`src/rtl/bf_pkg.sv`:
```
// Shared beamformer definitions: coefficient selects, LO codes and the
// weight-controller FSM states.
package bf_pkg;

  typedef enum logic [1:0] {
    SEL_COS1 = 2'd0,
    SEL_SIN1 = 2'd1,
    SEL_COS2 = 2'd2,
    SEL_SIN2 = 2'd3
  } coef_sel_t;

  localparam logic [1:0] LO_POS  = 2'b01;
  localparam logic [1:0] LO_ZERO = 2'b00;
  localparam logic [1:0] LO_NEG  = 2'b10;

  typedef enum logic [1:0] {
    ST_IDLE  = 2'd0,
    ST_LOAD  = 2'd1,
    ST_ARMED = 2'd2
  } state_t;

endpackage

```
`src/rtl/bf_lo_gen.sv`:
```
// Free-running two-bit LO phase counter with quadrature LO code decode,
// shared by the beamformer blocks.
module bf_lo_gen
  import bf_pkg::*;
(
  input  logic       clock,
  input  logic       reset,
  output logic [1:0] lo_phase,
  output logic [1:0] lo_i,
  output logic [1:0] lo_q
);

  always_ff @(posedge clock) begin
    if (reset) lo_phase <= 2'd0;
    else       lo_phase <= lo_phase + 2'd1;
  end

  // I leads Q by one phase step: cos and sin sampled at 0, 90, 180, 270 degrees
  always_comb begin
    lo_i = LO_ZERO;
    lo_q = LO_ZERO;
    case (lo_phase)
      2'd0: begin lo_i = LO_POS;  lo_q = LO_ZERO; end
      2'd1: begin lo_i = LO_ZERO; lo_q = LO_POS;  end
      2'd2: begin lo_i = LO_NEG;  lo_q = LO_ZERO; end
      default: begin lo_i = LO_ZERO; lo_q = LO_NEG; end
    endcase
  end

endmodule

```
`src/rtl/bf_weight_ctrl.sv`:
```
// Double-buffered beamformer weight store: writes land in a shadow bank and
// the whole bank is committed to the active outputs on the LO 3->0 wrap.
module bf_weight_ctrl
  import bf_pkg::*;
#(
  parameter int NCH = 8,
  parameter int WW  = 5,
  parameter int CW  = $clog2(NCH)
) (
  input  logic              clock,
  input  logic              reset,
  input  logic              wr_valid,
  output logic              wr_ready,
  input  logic [CW-1:0]     wr_ch,
  input  logic [1:0]        wr_sel,
  input  logic [WW-1:0]     wr_data,
  input  logic              wr_last,
  output logic [NCH*WW-1:0] w_cos_1,
  output logic [NCH*WW-1:0] w_sin_1,
  output logic [NCH*WW-1:0] w_cos_2,
  output logic [NCH*WW-1:0] w_sin_2,
  output logic [1:0]        LO_i,
  output logic [1:0]        LO_q,
  output logic [1:0]        lo_phase,
  output logic              commit_pending,
  output logic [7:0]        commit_cnt,
  output logic              err_ch
);

  state_t        state;
  logic [WW-1:0] shadow [NCH][4];
  logic [WW-1:0] active [NCH][4];
  logic          accept;
  logic          ch_ok;
  logic          commit;

  bf_lo_gen u_lo_gen (
    .clock    (clock),
    .reset    (reset),
    .lo_phase (lo_phase),
    .lo_i     (LO_i),
    .lo_q     (LO_q)
  );

  assign accept = wr_valid && wr_ready;
  assign ch_ok  = 32'(wr_ch) < NCH;
  assign commit = (state == ST_ARMED) && (lo_phase == 2'd3);

  always_ff @(posedge clock) begin
    if (reset) begin
      state          <= ST_IDLE;
      wr_ready       <= 1'b1;
      commit_pending <= 1'b0;
      commit_cnt     <= 8'd0;
      err_ch         <= 1'b0;
    end else begin
      case (state)
        ST_IDLE, ST_LOAD: begin
          if (accept) begin
            if (wr_last) begin
              state          <= ST_ARMED;
              wr_ready       <= 1'b0;
              commit_pending <= 1'b1;
            end else begin
              state <= ST_LOAD;
            end
          end
        end
        ST_ARMED: begin
          if (lo_phase == 2'd3) begin
            state          <= ST_IDLE;
            wr_ready       <= 1'b1;
            commit_pending <= 1'b0;
            commit_cnt     <= commit_cnt + 8'd1;
          end
        end
        default: begin
          state          <= ST_IDLE;
          wr_ready       <= 1'b1;
          commit_pending <= 1'b0;
        end
      endcase
      if (accept && !ch_ok) err_ch <= 1'b1;
    end
  end

  // Writes are never accepted while armed, so commit and shadow update cannot collide
  always_ff @(posedge clock) begin
    if (reset) begin
      for (int c = 0; c < NCH; c++) begin
        for (int s = 0; s < 4; s++) begin
          shadow[c][s] <= '0;
          active[c][s] <= '0;
        end
      end
    end else if (commit) begin
      active <= shadow;
    end else if (accept && ch_ok) begin
      for (int c = 0; c < NCH; c++) begin
        if (wr_ch == CW'(c)) shadow[c][wr_sel] <= wr_data;
      end
    end
  end

  for (genvar c = 0; c < NCH; c++) begin : g_out
    assign w_cos_1[c*WW +: WW] = active[c][SEL_COS1];
    assign w_sin_1[c*WW +: WW] = active[c][SEL_SIN1];
    assign w_cos_2[c*WW +: WW] = active[c][SEL_COS2];
    assign w_sin_2[c*WW +: WW] = active[c][SEL_SIN2];
  end

endmodule

```
`config.mk`:
```
export PLATFORM = sky130hd
export DESIGN_NAME = bf_weight_ctrl
export DESIGN_NICKNAME = d
export VERILOG_FILES = /design/src/rtl/bf_pkg.sv /design/src/rtl/bf_lo_gen.sv /design/src/rtl/bf_weight_ctrl.sv
export SDC_FILE = /design/constraint.sdc
export NUM_CORES = 1
export LEC_CHECK = 0
export ABC_AREA = 1
export CORE_MARGIN = 3
export CORE_UTILIZATION = 41
export DETAILED_ROUTE_END_ITERATION = 16
export GPL_TIMING_DRIVEN = 0
export PLACE_DENSITY = 0.69
export SYNTH_ARGS = -nofsm -noshare
export SYNTH_HDL_FRONTEND = slang
export SYNTH_SLANG_ARGS = --single-unit
```
`constraint.sdc`:
```
create_clock -name clock -period 1.9 [get_ports clock]
set_input_delay 0.285 -clock clock [delete_from_list [all_inputs] [get_ports clock]]
set_output_delay 0.285 -clock clock [all_outputs]
set_load 0.1 [all_outputs]
```
==> impl_metrics.yaml <==
outcome:
  status: "finished clean"
clocking:
  post_cts_buffers: 0
  cts_root_buf: "clkbuf_16"
  cts.path.max_buffers: 3
  holdBufCountCts: 0
  cts_buffers: 37
  clock_sinks: 334
  tritoncts: "done"
  htreeDepth: 2
  insertion_delay_ns: 0.51
  clkTransAtPathRegs_ns: 0.06
worst_setup_path:
  critPathBufInv: 2
  reg2reg_slack_ns: 0.09
  rr_worst_depth: 7
  worstPathRequired_ns: 2.34
  cp-start-kind: "flop"
  reg2reg_to: "shadow[58]$_SDFFE_PP0P_"
  path_max_fanout: 10
  critPathCaptureType: "flop"
  critical-path-top-delay-family: "simple AND/OR/NAND/NOR gates"
  cp.arrival_ns: 2.25
  critical_path_class: "reg2reg"
  cpPeakStageDelay_ns: 0.39
  startpoint: "u_lo_gen.lo_phase[0]$_SDFF_PP0_"
  r2r-start: "u_lo_gen.lo_phase[0]$_SDFF_PP0_"
  crit_chain: "ha_4 > nand3_2 > clkbuf_2 > nand4_1 > nand2_1 > inv_1 > nor2_1"
  cp_slowest_cell: "nand4_1"
global_route:
  grt_overflow_total: 0
  use_met1_pct: 26.73
  busiest_layer: "met2"
  met3_usage_pct: 4.929
  grt_max_degree: 14
  grt_pass1_vias: 11828
  antenna_found_initial: 3
  grt_pass1_wl_mm: 60.84
  grt_use_total_pct: 21.11
  use_met2_pct: 35.51
sta:
  hold_slack_ns: 0.07276
  hold_viol_final: 0
  clock_skew_ns: 0.008395
  layout_setup_ws_ns: 0.09470
  fin_crit_ns: 1.805
  rsz0062_at_grt: "no"
  fmax_ghz: 0.5539
  maxSlewHeadroom_pct: 49.80
  drv_slew: 0
  final-setup-viol-count: 0
  worst_pin_slew_ns: 0.7530
  finalSetupTns_ns: 0
  period_share_pct: 95.02
finish:
  syn2layout_area_growth_pct: 28.34
  layout.nets: 2149
  seq_area_um2: 6695
  multi_input_area_um2: 4836
  drive_gt1_share_pct: 14.84
  filler_cell_count: 2993
route:
  via_per_inst: 4.799
  drt_wl_total_mm: 38.46
  first_iter_violations: 813
  wl_per_cell_um: 14.84
  dr.pass1.iters: 6
  antenna_left: 0
  route.detailed.drc: 0
  vias: 12439
synthesis:
  synth_area_um2: 13490
  ys_seq_area_share_pct: 49.56
  ys_types: 23
  syn_area_per_cell_um2: 7.070
  syn_inst: 1908
  ys_warn_count: 0
  synth-seq-cells: 334
  syn_nets: 1927
hold_path:
  hold_depth: 2
  hp-class: "in2reg"
  holdCritStartpoint: "reset"
  min_to: "u_lo_gen.lo_phase[0]$_SDFF_PP0_"
job:
  maxCapViolCount: 0
floorplan:
  die_w_um: 187.4
  num_rows: 65
  boundaryPins: 191
  die-height_um: 187.4
  core_area_um2: 31960
  dieArea_um2: 35120
  start_util_pct: 42.21
pwr:
  p_per_area_nw_per_um2: 899.6
  ir_drop_uv: 625.3
  p_leak_nw: 7.150
placement:
  place.gp.congestion: 0.8671
  dp_slack_ns: -0.3451
  port_buffers: 183
  place_hpwl_mm: 27.87
-- where the power goes --
part	internal, mW	switching (mW)	total (mW)
sequential	7.10	0.0572	7.16
clock	4.25	2.82	7.07
combinational	0.287	1.06	1.35
-- cell families (layout without fill, tap and decap cells) --
group / count (synthesis) / in the layout / synth area share [%]
AOI/OAI and AO/OA: 370 / 370 / 13.76
DFF: 334 / 334 / 49.56
and+or+nand+nor: 686 / 686 / 21.33
buffers and inverters: 510 / 758 / 14.72
adders and majority gates: 5 / 5 / 0.4637
xor gates and xnor gates: 2 / 2 / 0.1299
other: 1 / 2 / 0.02780
-- placed cells by master (no fill, tap or decap), types with 18 or more instances in the layout --
cell type / instances
a21oi_1: 207
clkbuf_16: 38
nor2_1: 219
nand4_1: 18
nand3_1: 132
inv_1: 383
buf_2: 56
dfxtp_1: 331
clkbuf_1: 66
o21ai_0: 161
nand2_1: 300
clkdlybuf4s15_2: 172
-- sequential cells by signal (all words and copies together) (netlist names) --
| register | cells |
|---|---|
| w_sin_2 | 40 |
| commit_cnt | 8 |
| commit_pending | 1 |
| shadow | 160 |
| wr_ready | 1 |
| w_cos_1 | 40 |
| u_lo_gen.lo_phase | 2 |
| w_cos_2 | 40 |
| state | 2 |
| w_sin_1 | 40 |
-- Yosys cell counts --
| cell type | n | area, um^2 |
|---|---|---|
| inv_1 | 383 | 1438 |
| dfxtp_1 | 334 | 6686 |
| nand2_1 | 300 | 1126 |
| nor2_1 | 221 | 829.6 |
| a21oi_1 | 207 | 1036 |
| o21ai_0 | 161 | 805.8 |
| nand3_1 | 132 | 660.6 |
| clkbuf_1 | 68 | 255.2 |
| buf_2 | 54 | 270.3 |
| nand4_1 | 18 | 112.6 |
| nand4_2 | 8 | 100.1 |
| ha_1 | 5 | 62.56 |
| nor2_2 | 4 | 25.02 |
| buf_1 | 2 | 7.510 |
| inv_2 | 2 | 7.510 |
| xor2_1 | 2 | 17.52 |
| buf_4 | 1 | 7.510 |
| conb_1 | 1 | 3.750 |
| nand3_2 | 1 | 10.01 |
| nand3b_1 | 1 | 7.510 |
| o211ai_1 | 1 | 7.510 |
| o21a_1 | 1 | 7.510 |
| or2_2 | 1 | 6.260 |
-- metrics by stage --
step | std cells | power, mW | area [um^2] | util (%)
4_1_cts | 2591 | 15.68 | 17300 | 54.13
3_5_place_dp | 2526 | 8.661 | 15890 | 49.71
5_1_grt | 2591 | 16.11 | 17310 | 54.16
6_report | 2592 | 15.58 | 17310 | 54.17
2_1_floorplan | 1908 | 8.282 | 13510 | -
3_3_place_gp | 2526 | 8.640 | 15890 | 49.71
-- how the worst max path moves through the flow --
stage	end	slack, ns	depth (start not counted)
finish	shadow[58]$_SDFFE_PP0P_	0.09	7
global route	w_cos_1[6]$_SDFFE_PP0P_	0.008	6
CTS	LO_q[1]	0.0007	2
detailed placement	shadow[153]$_SDFFE_PP0P_	-0.35	6
global placement	shadow[136]$_SDFFE_PP0P_	-0.26	6
floorplan	commit_cnt[6]$_SDFFE_PP0P_	0.006	6
-- area by class of cell --
class	instances	share of cell area (%)
flip-flops and latches	334	38.67
repair buffers	183	11.71
clock inverters	12	0.6937
well taps	435	3.144
clock buffers	53	6.280
inverters	385	8.347
plain buffers	125	3.216
diodes	1	0.01445
multi-input cells	1064	27.93
-- layer usage --
metal  share of wire (%)  wire, um  vias up
li1                    -         -     6285
met1                  44     16760     5649
met2                  46     17600      402
met3                 7.3      2792       99
met4                 3.3      1273        4
met5               0.070        27        -
-- timing repair --
item	CTS	global route
endpoints found under the hold margin	0	0
setup endpoints to repair	338	63
resized for setup	539	16
Power figures use the tool's default switching activity.
==> variant 1: new RTL, same settings <==
Encoding of `state_t`: now one-hot (3 bits for 3 states).
--- a/src/rtl/bf_pkg.sv
+++ b/src/rtl/bf_pkg.sv
@@ -13,10 +13,10 @@
   localparam logic [1:0] LO_ZERO = 2'b00;
   localparam logic [1:0] LO_NEG  = 2'b10;
 
-  typedef enum logic [1:0] {
-    ST_IDLE  = 2'd0,
-    ST_LOAD  = 2'd1,
-    ST_ARMED = 2'd2
+  typedef enum logic [2:0] {
+    ST_IDLE  = 3'b001,
+    ST_LOAD  = 3'b010,
+    ST_ARMED = 3'b100
   } state_t;
 
 endpackage
Check against the original RTL: same outputs for any inputs over 4 cycles, from zero or initial values and one cycle with reset high; so few cycles prove little.
==> variant 1 against the original RTL <==
  * Synthesized area fell by 5.4%
  * Total power fell by 3.3%
  * Critical path type is now flop to primary output
  * Wire length fell by 7.7%
  * Highest routed layer unchanged
  * Largest cell class unchanged
  * Critical endpoint is now LO_i[1]
  * Setup slack got worse by 11 ps
  * Sequential cell count grew 1
  * Cell area shrank 4.4%
  * Register-to-register slack better by 50 ps
  * Clock power grew 1%
==> variant 1: results (changes against the original RTL) <==
| Metric | Value |
|---|---|
| Status | `finished, final reports clean` |
| DR iter-0 viols | `816 (+0.37%)` |
| Largest cells by area after synthesis | `dfxtp_1 (53%), nand2_1 (10%), nor2_1 (9.8%)` |
| # rows | `63 (-3.1%)` |
| Routed met3 length | `2.01 mm (-28%)` |
| Area Overhead vs Synth | `29.7%` |
| Avg Inst Size Synth | `7.57 um2 (+7.1%)` |
| Inst Count DP | `2,264 (-10%)` |
| First-pass GRT wire length | `55.9 mm (-8.1%)` |
| M1 WL | `16.3 mm (-2.6%)` |
| Filler Cell Count | `2,775 (-7.3%)` |
| Post-synthesis xor/xnor area fraction | `0% (-0.13 points)` |
| Non-clock buffer count | `283 (-8.1%)` |
| NetSw | `3.46 mW (-12%)` |
| Synth Register Bits | `335 (+0.30%)` |
| Sequential fraction of the synthesis area | `52.5% (+3.0 points)` |
| Adder-cell area share of the yosys netlist | `0.588% (+0.12 points)` |
| Post-Route WL | `35.5 mm (-7.7%)` |
| Worst Path Arrival | `1530 ps (-720 ps)` |
| Internal Power | `11.6 mW (-0.29%)` |
| Met2 routed WL | `16.3 mm (-7.4%)` |
| Gpl congestion | `0.770 (-11%)` |
| Synth top cells by count | `nand2_1 (350), dfxtp_1 (335), nor2_1 (333)` |
| DR vias/cell | `4.84 (+0.80%)` |
| P_leak | `7.86 nW (+9.9%)` |
| Netlist cell types | `25 (+8.7%)` |
| Logic pwr share | `5.3% (-3.3 points)` |
| Number of global-route vias before repair | `10,600 (-10%)` |
| Share of post-route cells with drive strength above 1 | `18.1% (+3.2 points)` |
| Least-Margin Pin Slew | `852 ps (+99.3 ps)` |
| Dpl cell area | `15,100 um2 (-4.7%)` |
| Antenna Cells | `3 (+2)` |
| Peak supply drop | `644 uV (+3.0%)` |
| Final HPWL DP | `24.3 mm (-13%)` |
| Largest net degree at the start of global routing | `15 (+1)` |
| I/O Buffers | `188 (+2.7%)` |
| Multi-input logic area | `4870 um2 (+0.72%)` |
| NonClk Buf Share | `15.7% (+0.82 points)` |
| Wire length per cell | `15.2 um (+2.7%)` |
| Nets@finish | `1,933 (-10%)` |
| Clk cell area share | `7.25% (+0.27 points)` |
| Antenna violations before repair | `5 (+2)` |
| Max Clock Skew | `6.35 ps (-2.04 ps)` |
| Inserted Clock Buffers | `37 (unchanged)` |
[variant 1: cell types whose count changed in the layout (fill, tap and decap cells not counted), moves of 24 or more]
cell	before	now
nand3_1	132	5
inv_1	383	175
nand2_1	300	350
clkbuf_1	66	36
nand4_2	8	32
nor2_1	219	333
a21oi_1	207	170
[variant 1: worst paths after layout]
kind	cells after the start	from	slack, ps	end
worst max-delay path	3	u_lo_gen.lo_phase[0]	80	LO_i[1]
worst min-delay path	2	reset	80	u_lo_gen.lo_phase[0]
worst max register to register	8	u_lo_gen.lo_phase[0]	140	shadow[140]
worst min register to register	2	shadow[108]	450	w_cos_2[13]
[variant 1: worst max-delay path: stages, from the launching register on]
cell,delay [ps]
dfxtp_2,350
inv_1,90
ha_2,170
buf_2,410
[variant 1: layer usage]
| layer | GRT usage (%) | vias up |
|---|---|---|
| met3 | 4.11 | 61 |
| met2 | 34.1 | 279 |
| met5 | 0 | - |
| li1 | - | 5712 |
| met1 | 27.5 | 5205 |
| met4 | 6.15 | 4 |
==> variant 2: new RTL, same settings <==
Without the edit above. The parameter `NCH` goes from 8 to 16.
--- a/src/rtl/bf_weight_ctrl.sv
+++ b/src/rtl/bf_weight_ctrl.sv
@@ -3,7 +3,7 @@
 module bf_weight_ctrl
   import bf_pkg::*;
 #(
-  parameter int NCH = 8,
+  parameter int NCH = 16,
   parameter int WW  = 5,
   parameter int CW  = $clog2(NCH)
 ) (
Ports: changed (5 resized); port bits go from 191 to 352. No check against the original RTL was run, so the function may have changed too.
==> variant 2 against the original RTL <==
  * Global-route usage up 5.4 points
  * Wire length rose by 130%
  * Cell area up 89%
  * Setup slack got worse by 81 ps
  * Synthesized area grew 85%
  * Clock skew rose by 29 ps
  * Sequential cell count up 320
  * Total power grew 90%
==> variant 2: results (changes against the original RTL) <==
| Metric | Value |
|---|---|
| Synth Flop Type | `dfxtp_1` |
| Least-Margin Pin Slew | `854 ps (+101 ps)` |
| DR vias/cell | `5.13 (+6.9%)` |
| DRT Pass-1 Iters | `7 (+1)` |
| Share of post-route cells with drive strength above 1 | `17.5% (+2.6 points)` |
| Skew-Pair Late Insertion Delay | `630 ps (+120 ps)` |
| Peak supply drop | `573 uV (-8.4%)` |
| Final HPWL DP | `62.8 mm (+130%)` |
| Synth top cells by count | `nand2_1 (899), dfxtp_1 (654), a21oi_1 (548)` |
| GRT met1 Usage | `34.4% (+7.7 points)` |
| CTS root buf | `clkbuf_16` |
| Critical Path Fanout Max | `2 (-8)` |
| CTS max path bufs | `3 (unchanged)` |
| P_leak | `12.6 nW (+77%)` |
| Worst-path cell with the longest stage delay | `clkdlybuf4s15_2` |
| Syn_nets | `3,437 (+78%)` |
| Largest net degree at the start of global routing | `15 (+1)` |
| Inserted Clock Buffers | `70 (+89%)` |
| Min-Delay Path Depth | `3 (+1)` |
| Final Hold Vio Count | `0 (unchanged)` |
| Largest cells by area after synthesis | `dfxtp_1 (52%), nand2_1 (14%), a21oi_1 (11%)` |
| Post-Route WL | `87.6 mm (+130%)` |
| Number of flip-flops in the largest register | `320 (+100%)` |
| Internal Power | `22.4 mW (+92%)` |
| Inst Count DP | `4,540 (+80%)` |
| Max Clock Skew | `37.3 ps (+28.9 ps)` |
| Netlist cell types | `26 (+13%)` |
| Sequential fraction of the synthesis area | `52.4% (+2.9 points)` |
| Number of global-route vias before repair | `21,900 (+85%)` |
| Gpl congestion | `0.882 (+1.7%)` |
| Max incr delay on CP | `610 ps (+220 ps)` |
| DR iter-0 viols | `1,941 (+140%)` |
| Met2 global-route usage | `42.8% (+7.3 points)` |
| I/O Buffers | `350 (+91%)` |
| Number of synthesis warnings | `0 (unchanged)` |
| Worst Path Arrival | `1600 ps (-650 ps)` |
| Worst R2R Setup Slack | `90 ps` |
| Nets@finish | `3,885 (+81%)` |
| Worst hold path class | `input port to flop` |
| Grt met3 use | `6.63% (+1.7 points)` |
| First-pass GRT wire length | `130 mm (+110%)` |
| Status | `finished, final reports clean` |
| Avg Inst Size Synth | `7.31 um2 (+3.3%)` |
| Antenna violations before repair | `6 (+3)` |
| GR Util All Layers | `26.5% (+5.4 points)` |
| Top delay family on crit path | `buffers and inverters` |
| H-tree levels | `3 (+1)` |
| FF-to-FF path depth | `11 (+4)` |
| Wire length per cell | `18.6 um (+26%)` |
[variant 2: power groups by stage]
stage / combinational (mW) / sequential [mW] / clock, mW
2_1_floorplan: 0.941 / 14.4 / 0
3_3_place_gp: 1.80 / 14.2 / 0
3_5_place_dp: 1.81 / 14.2 / 0
4_1_cts: 1.82 / 13.9 / 14.0
5_1_grt: 2.03 / 13.9 / 14.6
6_report: 1.91 / 13.9 / 13.9
[variant 2: worst paths after layout]
| path | from | endpoint |
|---|---|---|
| min reg2reg | shadow[99] | w_cos_1[59] |
| min | wr_last | state[1] |
| max reg2reg | u_lo_gen.lo_phase[0] | shadow[277] |
| max | w_sin_2[24] | w_sin_2[24] |
[variant 2: kinds of logic after synthesis]
group,Yosys count,synth area share (%)
and+or+nand+nor,1611,26.2
DFF,654,52.4
AOI/OAI and AO/OA,651,13.1
buffers and inverters,494,7.96
adders and majority gates,5,0.251
xor gates and xnor gates,1,0.0351
other,1,0.0150
[variant 2: metrics by stage]
stage	setup slack, ps	area, um2	total power, mW	hold slack [ps]	util (%)
final	13.3	32800	29.6	300	55.0
after global routing	-2.49	32800	30.5	293	55.0
after CTS	0.834	32400	29.7	271	54.4
after detailed placement	-1200	29700	16.0	443	49.8
after global placement	-1210	29700	16.0	437	49.8
after floorplan	-32.3	25200	15.3	420	-
[variant 2: per-layer routing]
layer	share of wire, %	vias to the layer above	routed length (um)
met1	43	11200	37200
met5	0.038	-	33
met4	3.2	4	2770
met2	46	905	39900
met3	8.8	160	7680
li1	-	11800	-
[variant 2: layout make-up]
type | count | area [um2]
well taps | 773 | 967
plain buffers | 287 | 1460
multi-input cells | 2269 | 10100
flip-flops and latches | 654 | 13100
repair buffers | 376 | 4030
clock buffers | 107 | 2140
inverters | 207 | 778
clock inverters | 18 | 190
fillers | 5752 | 26800
diodes | 5 | 12.5
[variant 2: worst min-delay path, stage by stage]
cell	delay, ps
clkdlybuf4s50_1	420
nand3_1	110
a21oi_1	60
[variant 2: what timing repair did]
item / in CTS / in global routing
endpoints found under the hold margin: 0 / 0
gates cloned: 0 / 3
resized for setup: 1116 / 83
hold buffers: 0 / 0
pin swaps: 0 / 11
buffers inserted: 0 / 23
endpoints found under the setup margin: 957 / 399
